`config.mk`:
```
export PLATFORM = sky130hd
export DESIGN_NAME = adc_pos_filter
export DESIGN_NICKNAME = d
export VERILOG_FILES = /design/src/rtl/pos_filter_pkg.sv /design/src/rtl/pos_ring_buf.sv /design/src/rtl/adc_pos_filter.sv
export SDC_FILE = /design/constraint.sdc
export NUM_CORES = 1
export LEC_CHECK = 0
export BUFFER_PORTS_ARGS = -buffer_cell sky130_fd_sc_hd__buf_2
export CAP_MARGIN = 0
export CORE_ASPECT_RATIO = 1.4
export CORE_MARGIN = 3
export CORE_UTILIZATION = 38
export CTS_CLUSTER_SIZE = 10
export DETAILED_ROUTE_END_ITERATION = 10
export MAX_ROUTING_LAYER = met4
export PLACE_DENSITY_LB_ADDON = 0.12
export REMOVE_ABC_BUFFERS = 1
export SLEW_MARGIN = 20
export SYNTH_ARGS = -nofsm -noshare
export SYNTH_HDL_FRONTEND = slang
export SYNTH_HIERARCHICAL = 1
export SYNTH_SLANG_ARGS = --single-unit
```
`constraint.sdc`:
```
create_clock -name clk_ref -period 4.61 [get_ports clk_ref]
set_input_delay 0.461 -clock clk_ref [delete_from_list [all_inputs] [get_ports clk_ref]]
set_output_delay 0.461 -clock clk_ref [all_outputs]
set_load 0.02 [all_outputs]
```
`src/rtl/pos_filter_pkg.sv`:
```
// Shared constants, state encoding and saturation helper for the ADC position filter.
package pos_filter_pkg;

  localparam logic [15:0] OFFSET_DEFAULT = 16'h8000;

  // Boxcar window is 2^LOG2_AVG samples.
  localparam int LOG2_AVG_MIN = 0;
  localparam int LOG2_AVG_MAX = 5;

  localparam logic [15:0]        POS_MAX = 16'h7FFF;
  localparam logic [15:0]        POS_MIN = 16'h8000;
  localparam logic signed [16:0] AVG_HI  = 17'sd32767;
  localparam logic signed [16:0] AVG_LO  = -17'sd32768;

  typedef enum logic {
    ST_FILL = 1'b0,
    ST_RUN  = 1'b1
  } filt_state_e;

  typedef struct packed {
    logic [15:0] pos;
    logic        sat;
  } sat_word_t;

  function automatic sat_word_t sat16(input logic signed [16:0] avg);
    sat_word_t r;
    if (avg > AVG_HI) begin
      r.pos = POS_MAX;
      r.sat = 1'b1;
    end else if (avg < AVG_LO) begin
      r.pos = POS_MIN;
      r.sat = 1'b1;
    end else begin
      r.pos = avg[15:0];
      r.sat = 1'b0;
    end
    return r;
  endfunction

endpackage

```
`src/rtl/pos_ring_buf.sv`:
```
// Register-based ring buffer of 17-bit signed differences; exposes the entry about to be overwritten.
module pos_ring_buf #(
  parameter int LOG2_AVG = 3
) (
  input  logic        clk_ref,
  input  logic        sys_rstn,
  input  logic        clr,
  input  logic        we,
  input  logic [16:0] wdata,
  output logic [16:0] oldest
);

  localparam int DEPTH = 1 << LOG2_AVG;
  localparam int PW    = (LOG2_AVG > 0) ? LOG2_AVG : 1;
  localparam logic [PW-1:0] PTR_LAST = PW'(DEPTH - 1);

  logic [16:0]   mem [DEPTH];
  logic [PW-1:0] wr_ptr;

  assign oldest = mem[wr_ptr];

  // Entries are zeroed on clear so the running sum needs no special case while filling.
  always_ff @(posedge clk_ref or negedge sys_rstn) begin
    if (!sys_rstn) begin
      wr_ptr <= '0;
      for (int i = 0; i < DEPTH; i++) mem[i] <= '0;
    end else if (clr) begin
      wr_ptr <= '0;
      for (int i = 0; i < DEPTH; i++) mem[i] <= '0;
    end else if (we) begin
      mem[wr_ptr] <= wdata;
      wr_ptr      <= (wr_ptr == PTR_LAST) ? '0 : wr_ptr + 1'b1;
    end
  end

endmodule

```
`src/rtl/adc_pos_filter.sv`:
```
// ADC position conditioning: new-conversion detect, offset removal, boxcar average, 16-bit saturation.
//
// state   | meaning
// ST_FILL | window not yet full since reset/calibration; no output strobes
// ST_RUN  | window full; every accepted sample produces a strobe 3 cycles later
module adc_pos_filter
  import pos_filter_pkg::*;
#(
  parameter int          LOG2_AVG = 3,
  parameter logic [15:0] OFFSET   = OFFSET_DEFAULT
) (
  input  logic        clk_ref,
  input  logic        sys_rstn,
  input  logic        din_valid,
  input  logic [15:0] din,
  input  logic        cal_req,
  output logic        pos_valid,
  output logic [15:0] pos,
  output logic        pos_sat,
  output logic        primed
);

  localparam int SW = 17 + LOG2_AVG;
  localparam logic [LOG2_AVG:0] WIN_CNT  = (LOG2_AVG + 1)'(1 << LOG2_AVG);
  localparam logic [LOG2_AVG:0] WIN_LAST = (LOG2_AVG + 1)'((1 << LOG2_AVG) - 1);

  if (LOG2_AVG < LOG2_AVG_MIN || LOG2_AVG > LOG2_AVG_MAX) begin : g_bad_log2
    $error("adc_pos_filter: LOG2_AVG out of range");
  end

  logic               din_valid_q;
  logic               acc;
  logic               cal_pend;
  logic               cal_hit;
  logic [15:0]        offset_reg;

  logic               s1_vld;
  logic               s1_cal;
  logic signed [16:0] s1_diff;

  logic               wr_en;
  logic               buf_clr;
  logic [16:0]        oldest;
  logic signed [SW-1:0] sum;
  logic signed [SW-1:0] sum_nxt;
  logic [LOG2_AVG:0]  fill_cnt;
  logic               s2_emit;

  logic signed [16:0] avg;
  sat_word_t          sat_w;

  filt_state_e        state;
  filt_state_e        state_nxt;

  assign acc     = din_valid & ~din_valid_q;
  assign cal_hit = acc & (cal_pend | cal_req);

  // Stage 1: capture the new code as an offset-removed difference.
  always_ff @(posedge clk_ref or negedge sys_rstn) begin
    if (!sys_rstn) begin
      din_valid_q <= 1'b0;
      cal_pend    <= 1'b0;
      offset_reg  <= OFFSET;
      s1_vld      <= 1'b0;
      s1_cal      <= 1'b0;
      s1_diff     <= '0;
    end else begin
      din_valid_q <= din_valid;
      cal_pend    <= (cal_pend | cal_req) & ~acc;
      if (cal_hit) offset_reg <= din;
      s1_vld  <= acc;
      s1_cal  <= cal_hit;
      s1_diff <= $signed({1'b0, din}) - $signed({1'b0, offset_reg});
    end
  end

  // Stage 2: running sum and window. A calibration sample only empties the window.
  assign wr_en   = s1_vld & ~s1_cal;
  assign buf_clr = s1_vld &  s1_cal;
  assign sum_nxt = sum + SW'(s1_diff) - SW'($signed(oldest));

  pos_ring_buf #(
    .LOG2_AVG (LOG2_AVG)
  ) u_ring (
    .clk_ref  (clk_ref),
    .sys_rstn (sys_rstn),
    .clr      (buf_clr),
    .we       (wr_en),
    .wdata    (s1_diff),
    .oldest   (oldest)
  );

  always_ff @(posedge clk_ref or negedge sys_rstn) begin
    if (!sys_rstn) begin
      sum      <= '0;
      fill_cnt <= '0;
      s2_emit  <= 1'b0;
      state    <= ST_FILL;
    end else begin
      if (buf_clr) begin
        sum      <= '0;
        fill_cnt <= '0;
      end else if (wr_en) begin
        sum      <= sum_nxt;
        fill_cnt <= (fill_cnt == WIN_CNT) ? fill_cnt : fill_cnt + 1'b1;
      end
      s2_emit <= wr_en & (state_nxt == ST_RUN);
      state   <= state_nxt;
    end
  end

  always_comb begin
    state_nxt = state;
    case (state)
      ST_FILL: if (wr_en && fill_cnt == WIN_LAST) state_nxt = ST_RUN;
      ST_RUN:  if (buf_clr)                       state_nxt = ST_FILL;
      default:                                    state_nxt = ST_FILL;
    endcase
  end

  assign primed = (state == ST_RUN);

  // Stage 3: average, saturate and strobe.
  assign avg   = 17'(sum >>> LOG2_AVG);
  assign sat_w = sat16(avg);

  always_ff @(posedge clk_ref or negedge sys_rstn) begin
    if (!sys_rstn) begin
      pos_valid <= 1'b0;
      pos       <= '0;
      pos_sat   <= 1'b0;
    end else begin
      pos_valid <= s2_emit;
      if (s2_emit) begin
        pos     <= sat_w.pos;
        pos_sat <= sat_w.sat;
      end
    end
  end

endmodule

```
Yosys cells after proc, flatten, opt, wreduce, memory -nomap -nowiden
Cells that the tools add are included.
{"block": "totals", "wordCells": 72, "inputBits": 20, "reg_bits": 220}
{"block": "op_classes", "magnitude_cmp": 4, "eq_ne": 4, "n_mux": 21, "n_bitwise": 12, "n_reduce_logical": 4, "addsub": 5}
{"op": "two-way mux 136 bit", "count": 2}
{"op": "bitwise mux 136 bit", "count": 1}
{"op": "two-way mux 17 bit", "count": 5}
{"op": "binary-select mux 17 bit (select 3 bit)", "count": 1}
{"op": "demux 17 bit (select 3 bit)", "count": 1}
{"op": "two-way mux 20 bit", "count": 2}
{"op": "adder 20 x 17 -> 20 bit", "count": 1}
{"op": "subtractor 20 x 17 -> 20 bit", "count": 1}
{"op": "greater-than comparator 17 x 16 -> 1 bit (second input constant)", "count": 1}
{"op": "less-than comparator 17 x 16 -> 1 bit (second input constant)", "count": 1}
{"op": "subtractor 16 x 16 -> 17 bit", "count": 1}
{"op": "two-way mux 4 bit", "count": 3}
{"op": "two-way mux 3 bit", "count": 3}
{"op": "AND 1 bit", "count": 6}
{"op": "adder 4 x 1 -> 4 bit (second input constant)", "count": 1}
{"op": "== test 4 x 3 -> 1 bit (second input constant)", "count": 1}
{"op": "== test 4 bit (second input constant)", "count": 1}
{"op": "greater-or-equal comparator 4 bit (second input constant)", "count": 1}
{"op": "less-than comparator 4 x 1 -> 1 bit (second input constant)", "count": 1}
{"op": "NOT 1 bit", "count": 4}
{"op": "NOT 3 -> 4 bit", "count": 1}
{"op": "adder 3 x 1 -> 3 bit (second input constant)", "count": 1}
{"op": "== test 3 bit (second input constant)", "count": 1}
{"op": "logical AND 1 bit", "count": 2}
{"op": "6 further kinds", "count": 7}

Depth between registers and ports, before layout
Gate-level depths: netlist of run 1.
{"block": "depth", "depth_word": 8, "mapped_depth": 16, "ltp_nobuf": 14}

By module
The synthesis of run 1 kept the hierarchy.
{"mod": "pos_ring_buf", "area_each_um2": 6781.5, "cells_each": 697, "n_inst": 1}
{"mod": "adc_pos_filter", "area_each_um2": 5237.5, "cells_each": 564, "n_inst": 1}

Worst setup path before layout of run 1
OpenSTA, ideal clock, no wires.
{"block": "synth_path", "path_type": "reg-to-reg", "start": "register u_ring.wr_ptr[1]", "end": "register sum[16]", "stages_incl_launch_ff": 14, "required_time_ns": 4.541, "arrival_time_ns": 3.685, "setup_slack_ns": 0.856, "n_path_buf": 2, "setup_time_ns": 0.069, "path_cell_list": "dfrtp_1 -> buf_4 -> buf_6 -> mux4_2 -> mux2_2 -> fa_1 -> fa_1 -> nand2b_1 -> a21oi_1 -> o211ai_1 -> a21boi_1 -> nor2_1 -> or4_1 -> nand3_1"}
{"block": "synth_between", "elab_chain_cells": 7}
{"item": "start: declaration", "line": "pos_ring_buf.sv:18", "rtl": "logic [PW-1:0] wr_ptr;"}
{"item": "start signal: assignment", "line": "pos_ring_buf.sv:32", "rtl": "wr_ptr <= (wr_ptr == PTR_LAST) ? '0 : wr_ptr + 1'b1;"}
{"item": "NOT 3 -> 4 bit (not written as such)", "line": "pos_ring_buf.sv:20", "rtl": "assign oldest = mem[wr_ptr];"}
{"item": "binary-select mux 17 bit (select 3 bit)", "line": "pos_ring_buf.sv:20"}
{"item": "two-way mux 17 bit (not written as such) (2 in a row)", "line": "pos_ring_buf.sv:20"}
{"item": "net oldest[1]", "line": "adc_pos_filter.sv:43", "rtl": "logic [16:0] oldest;"}
{"item": "subtractor 20 x 17 -> 20 bit", "line": "adc_pos_filter.sv:80", "rtl": "assign sum_nxt = sum + SW'(s1_diff) - SW'($signed(oldest));"}
{"item": "two-way mux 20 bit", "line": "adc_pos_filter.sv:103", "rtl": "end else if (wr_en) begin"}
{"item": "two-way mux 20 bit", "line": "adc_pos_filter.sv:100", "rtl": "if (buf_clr) begin"}
{"item": "end signal: assignment", "line": "adc_pos_filter.sv:104", "rtl": "sum <= sum_nxt;"}
{"item": "end: declaration", "line": "adc_pos_filter.sv:44", "rtl": "logic signed [SW-1:0] sum;"}
The timed path passes the listed nets, and every way through them passes these cells. The select of a mux whose other input is x is not followed.
A chain may end at the register's enable or synchronous reset.

Worst setup path in the final report of run 1
Ends and elaborated chain as after synthesis.

==> impl_metrics.yaml, run 1 <==
clock_network:
  clockBufferDepth: 3
  cts_made_buffers: 26
  clkLatencyLatePin_ns: 0.55
  cts_hold_buffers: 0
  path_clk_slew_ns: 0.06
  cts_resized: 0
  clkSinkCount: 220
  cts_tree: "yes"
  cts_max_level: 1
  root_buffer: "clkbuf_16"
  post-cts-setup-buffer-count: 0
global_route:
  antenna_found_initial: 0
  grt_pass1_wl_um: 50000
  grt_max_degree: 108
  grt_pass1_vias: 8916
  track_usage: 0.191
  grt_overflow_total: 0
critical_path:
  worst_r2r_startpoint: "u_ring/wr_ptr[1]"
  crit_chain: "buf_12, mux4_2, mux2_2, fa_1, inv_1, ha_1, and3_1, o211ai_1, a21boi_1, nor2_1, or4_1, nand3_1"
  r2r_setup_slack_ns: 0.42
  critPathSlowestCell: "dfrtp_4"
  reg2reg_to: "sum[16]"
  critPathMaxFanout: 36
  cp_top_family: "adder cells"
  cp_num_cells: 12
  arrival_ns: 4.65
  ff2ff_path_depth: 12
  critPathCaptureType: "flip-flop"
  cp-endpoint: "sum[16]"
  start_kind: "flip-flop"
  worst-setup-path-type: "reg2reg"
  critical_path_required_ns: 5.07
  cp_slowest_stage_delay_ns: 0.60
  timing.critical_path.from: "u_ring/wr_ptr[1]"
  critPathBufInv: 2
layout:
  diodes: 0
  stdcell_area_um2: 13300
  nets: 1343
  reg_top3: "u_ring/mem: 136 flops, sum: 20 flops, s1_diff: 17 flops"
  regMostFlops: "u_ring/mem"
  largest_reg_flops: 136
  final_util: 0.428
  syn2layout_area_growth_pct: 10.5
  drive_above_1_share: 0.130
timing:
  fin_ws_ns: 0.415
  hold_viol_final: 29
  fmax_ghz: 0.238
  finClkSkew_ns: 0.0304
  rsz0062_at_grt: "no"
  finalCriticalPeriod_ns: 4.19
  tightest_slew_ns: 1.09
  relSlewSlack: 0.273
  post-route-period-util: 0.910
  fin_hold_ws_ns: -0.0563
  final-setup-viol-count: 0
  drv_slew: 0
synthesis:
  netlist.area_leader.share: 0.456
  synth_top_flop_cell: "dfrtp_1"
  avgSynthCellArea_um2: 9.53
  syn-cell-area_um2: 12000
  yosysTopAreaCell: "dfrtp_1"
  synth_top_family_by_area: "simple AND/OR/NAND/NOR gates"
  ys_ff_latch: 220
  synthAdderAreaFrac: 0.0760
  synth_edf_count: 0
  postSynth.asyncResetShare: 1.00
  synthMuxAreaShare: 0.0894
  yosys_warnings: 6
  yosys.area_share.xor_xnor: 0.0189
  yosys.cell_types.count: 62
  synthTopCellsByArea: "dfrtp_1 (46%), nand2_1 (9.5%), a21oi_1 (7.0%), mux4_2 (6.4%), ha_1 (4.3%)"
  synth-compound-area-share: 0.141
  synthSimpleGateAreaFrac: 0.143
  syn_inst: 1261
  ys_seq_area_frac: 0.458
power_and_ir_drop:
  peakVddDrop_uv: 415
  power_density_nw_per_um2: 859
  p_leak_nw: 6.01
detailed_routing:
  drc_errors: 0
  via_per_inst: 5.25
  dr.pass1.iters: 5
  totalWireLength_um: 30800
  wl_per_cell_um: 18.5
  drt_iter0_drc: 434
  antenna_left: 0
  vias: 8748
floorplanning:
  initial_core_util: 0.388
  coreArea_um2: 31000
  die_area_um2: 33800
  pin_count: 39
  die_h_um: 216
  std_cell_rows: 76
  die_x_um: 156
placement:
  place_congestion: 0.789
  place_worst_setup_slack_ns: 0.198
  dpl_cell_area_um2: 12500
  io_buffers: 38
  dp_hpwl_um: 20300
status:
  status: "finished, violations left"
  violations: "hold timing"
min_path:
  hp-class: "in2async"
run:
  drv_cap: 0
-- logic make-up (layout without fill, tap and decap cells) --
family | Yosys count | count (layout)
compound gates | 290 | 290
xor+xnor | 26 | 26
fa+ha+maj | 61 | 61
buf+inv | 205 | 221
flops | 220 | 220
mux | 62 | 62
simple gates | 397 | 397
-- layout by cell type, fill, tap and decap left out, types with 4 or more instances in the layout --
| master | instances |
|---|---|
| inv_1 | 114 |
| buf_2 | 37 |
| ha_1 | 41 |
| mux2_2 | 23 |
| fa_1 | 20 |
| nor2_1 | 30 |
| dfrtp_1 | 217 |
| o22ai_1 | 15 |
| o21ai_0 | 41 |
| nor3_1 | 4 |
| mux4_2 | 34 |
| xnor2_1 | 12 |
| mux2i_1 | 5 |
| and3_1 | 7 |
| buf_4 | 22 |
| xor2_1 | 14 |
| o21a_1 | 4 |
| nand4_1 | 7 |
| a211oi_1 | 6 |
| nand3_1 | 9 |
| a21oi_1 | 168 |
| nand2b_1 | 8 |
| nand2_1 | 305 |
| clkbuf_1 | 14 |
| o211ai_1 | 16 |
| a21o_1 | 11 |
| clkbuf_16 | 26 |
-- worst min path at each step --
stage | slack, ns | endpoint | cells after the start | start
after detailed placement | 0.41 | s1_vld | 1 | din_valid_q
after floorplan | 0.17 | cal_pend | 0 | sys_rstn
after global placement | 0.40 | s1_vld | 1 | din_valid_q
after CTS | 0.005 | din_valid_q | 1 | din_valid
after global routing | 0.02 | din_valid_q | 1 | din_valid
final | -0.06 | u_ring/mem[84] | 1 | sys_rstn
-- layout make-up --
type,instances,area (um^2)
Multi-Input combinational cell,836,5670
Clock inverter,1,16.3
Tap cell,390,488
Sequential cell,220,5510
Clock buffer,42,731
Fill cell,3055,17700
Inverter,115,432
Timing Repair Buffer,63,425
-- cell usage after synthesis, drive strengths merged, types with 3 or more instances --
library cell / n
a211oi: 6
a21o: 11
a21oi: 168
a221oi: 3
a31oi: 3
and3: 7
and4b: 3
buf: 54
clkbuf: 36
dfrtp: 219
fa: 20
ha: 41
inv: 114
mux2: 23
mux2i: 5
mux4: 34
nand2: 305
nand2b: 8
nand3: 10
nand4: 7
nand4b: 4
nand4bb: 3
nor2: 30
nor2b: 4
nor3: 4
nor4bb: 3
o211ai: 16
o21a: 4
o21ai: 43
o22ai: 15
o2bb2ai: 3
o31ai: 3
xnor2: 12
xor2: 14
-- routing by layer --
| layer | share of wire | up-vias | track usage | wire length [um] |
|---|---|---|---|---|
| met4 | 0.023 | 0 | 0.0543 | 695 |
| met3 | 0.043 | 45 | 0.0196 | 1310 |
| met5 | 0 | - | - | 0 |
| li1 | - | 4238 | - | - |
| met1 | 0.42 | 4292 | 0.239 | 12800 |
| met2 | 0.52 | 173 | 0.330 | 16000 |
-- worst register-to-register path, cell delays in order, from the launching register on --
cell,delay (ns)
dfrtp_4,0.60
buf_12,0.30
mux4_2,0.58
mux2_2,0.32
fa_1,0.51
inv_1,0.04
ha_1,0.42
and3_1,0.20
o211ai_1,0.14
a21boi_1,0.41
nor2_1,0.09
or4_1,0.41
nand3_1,0.10
-- report_power, final --
part / internal, W / switching, W / leakage [nW]
logic: 0.00274 / 0.00348 / 2.79
clock network: 0.00107 / 0.000789 / 0.358
registers: 0.00269 / 0.000636 / 2.86
total: 0.00650 / 0.00491 / 6.01
-- metrics by stage --
stage	hold slack (ns)	instances	total power, W	TNS (ns)
floorplan	0.165	1171	0.00796	-1.89
global placement	0.405	1624	0.00955	0
detailed placement	0.410	1624	0.00961	0
CTS	0.00502	1667	0.0115	0
global route	0.0232	1667	0.0125	0
finish	-0.0563	1667	0.0114	0
Power figures use the tool's default switching activity.
==> inputs of run 2 (changes only) <==
Settings changed: CORE_MARGIN 3 to default, TNS_END_PERCENT from default to 100.
Clock period 4.61 ns to 5.3 ns, I/O delays scaled along.
==> impl_metrics.yaml, run 2 (synthesis results as in run 1) <==
layout:
  layout_common_cells: "nand2_1 (305), dfrtp_1 (217), a21oi_1 (168)"
  final-instance-count-excl-fill: 1658
  reg_top3: "u_ring/mem: 136 flops, sum: 20 flops, s1_diff: 17 flops"
  final.fill_count: 3032
  nets: 1337
  diodes: 0
  syn2layout_area_growth_pct: 9.94
  largest_reg_flops: 136
  regMostFlops: "u_ring/mem"
  stdcell_area_um2: 13200
  final_common_cell: "nand2_1"
  drive_above_1_share: 0.127
timing:
  rsz0062_at_grt: "no"
  hold_viol_final: 0
  final-setup-viol-count: 0
  finalCriticalPeriod_ns: 4.44
  fin_ws_ns: 0.865
  finClkSkew_ns: 0.0119
  tightest_slew_ns: 1.09
  setup_tns_ns: 0
  drv_slew: 0
  relSlewSlack: 0.274
  post-route-period-util: 0.837
  fmax_ghz: 0.225
critical_path:
  crit_chain: "buf_12, mux4_2, mux2_2, fa_1, inv_1, ha_1, o21ai_0, a211oi_1, nand3_1, o21ai_0, a21boi_2, xnor2_1, o31ai_1"
  start_kind: "flip-flop"
  reg2reg_to: "sum[19]"
  critical_path_required_ns: 5.75
  cp_top_family: "compound AO/OA/AOI/OAI gates"
  worst-setup-path-type: "reg2reg"
  critPathSlowestCell: "dfrtp_2"
  ff2ff_path_depth: 13
  critPathCaptureType: "flip-flop"
  cp_slowest_stage_delay_ns: 0.80
  r2r_setup_slack_ns: 0.86
  cp_common_cell: "o21ai_0"
  cp-endpoint: "sum[19]"
  arrival_ns: 4.89
  critPathBufInv: 2
  critPathMaxFanout: 32
  cp_num_cells: 13
  timing.critical_path.from: "u_ring/wr_ptr[1]"
  worst_r2r_startpoint: "u_ring/wr_ptr[1]"
placement:
  place_inst: 1618
  dpl_cell_area_um2: 12500
  place_worst_setup_slack_ns: 0.850
  io_buffers: 38
  place_congestion: 0.787
  dp_hpwl_um: 19900
detailed_routing:
  wl_per_cell_um: 18.3
  antenna_left: 0
  via_per_inst: 5.31
  drt_iter0_drc: 471
  vias: 8802
  drc_errors: 5
  dr.pass1.iters: 8
  totalWireLength_um: 30300
clock_network:
  cts_made_buffers: 26
  clkSinkCount: 220
  clkLatencyLatePin_ns: 0.54
  cts_resized: 0
  clockBufferDepth: 3
  cts_max_level: 1
  post-cts-setup-buffer-count: 0
  cts_hold_buffers: 0
  path_clk_slew_ns: 0.06
  root_buffer: "clkbuf_16"
  cts_tree: "yes"
floorplanning:
  initial_core_util: 0.389
  die_h_um: 212
  pin_count: 39
  die_x_um: 152
  std_cell_rows: 76
  die_area_um2: 32400
  coreArea_um2: 30900
min_path:
  hp-class: "in2async"
run:
  drv_cap: 0
global_route:
  grt_overflow_total: 0
  grt_pass1_wl_um: 49400
  grt_pass1_vias: 8924
  track_usage: 0.201
  antenna_found_initial: 0
  grt_max_degree: 124
power_and_ir_drop:
  power_density_nw_per_um2: 745
  peakVddDrop_uv: 301
  p_leak_nw: 5.98
  power.total_w: 0.00985
status:
  violations: "DRC"
  status: "finished, violations left"
## run 2: changes by cell type in the layout (fill, tap and decap cells not counted)
cell       delta
clkinv_2      +1
buf_12        -1
clkbuf_1      -4
clkbuf_16     +1
o21ai_0       +1
dfrtp_4       -1
buf_4         -5
dfrtp_2       +1
clkinv_8      -1
o21ai_1       -1
## run 2: power breakdown
group          switching [W]  internal, W
logic                0.00294      0.00235
clock network       0.000681     0.000947
registers           0.000595      0.00233
total                0.00421      0.00563
## run 2: worst min path at each step
stage	startpoint	endpoint	slack (ns)
final	sys_rstn	pos_valid	0.09
after global routing	din_valid	din_valid_q	0.10
after CTS	din_valid	din_valid_q	0.09
after detailed placement	din_valid_q	s1_vld	0.41
after global placement	din_valid_q	s1_vld	0.41
after floorplan	sys_rstn	cal_pend	0.23
## run 2: worst register-to-register path, cell delays in order (launching register included)
cell	delay, ns
dfrtp_2	0.80
buf_12	0.34
mux4_2	0.53
mux2_2	0.32
fa_1	0.51
inv_1	0.04
ha_1	0.36
o21ai_0	0.15
a211oi_1	0.28
nand3_1	0.20
o21ai_0	0.38
a21boi_2	0.11
xnor2_1	0.14
o31ai_1	0.19
## run 2: through the flow
stage	util	hold slack (ns)
6_report	0.428	0.0902
2_1_floorplan	-	0.234
4_1_cts	0.428	0.0920
5_1_grt	0.428	0.103
3_3_place_gp	0.403	0.409
3_5_place_dp	0.403	0.409
## run 2: layer usage
layer,part of all wire,vias to the layer above,track usage
li1,-,4230,-
met1,0.43,4345,0.251
met2,0.50,187,0.344
met3,0.043,40,0.0196
met4,0.022,0,0.0630
met5,0,-,-
## run 2: cell type report
class | count | area, um^2 | share of cell area
inverter | 115 | 432 | 0.0327
timing repair buffer | 57 | 368 | 0.0278
clock inverter | 1 | 5.00 | 0.000379
sequential | 220 | 5510 | 0.417
clock buffer | 39 | 741 | 0.0561
tap | 390 | 488 | 0.0369
multi-input combinational | 836 | 5670 | 0.429
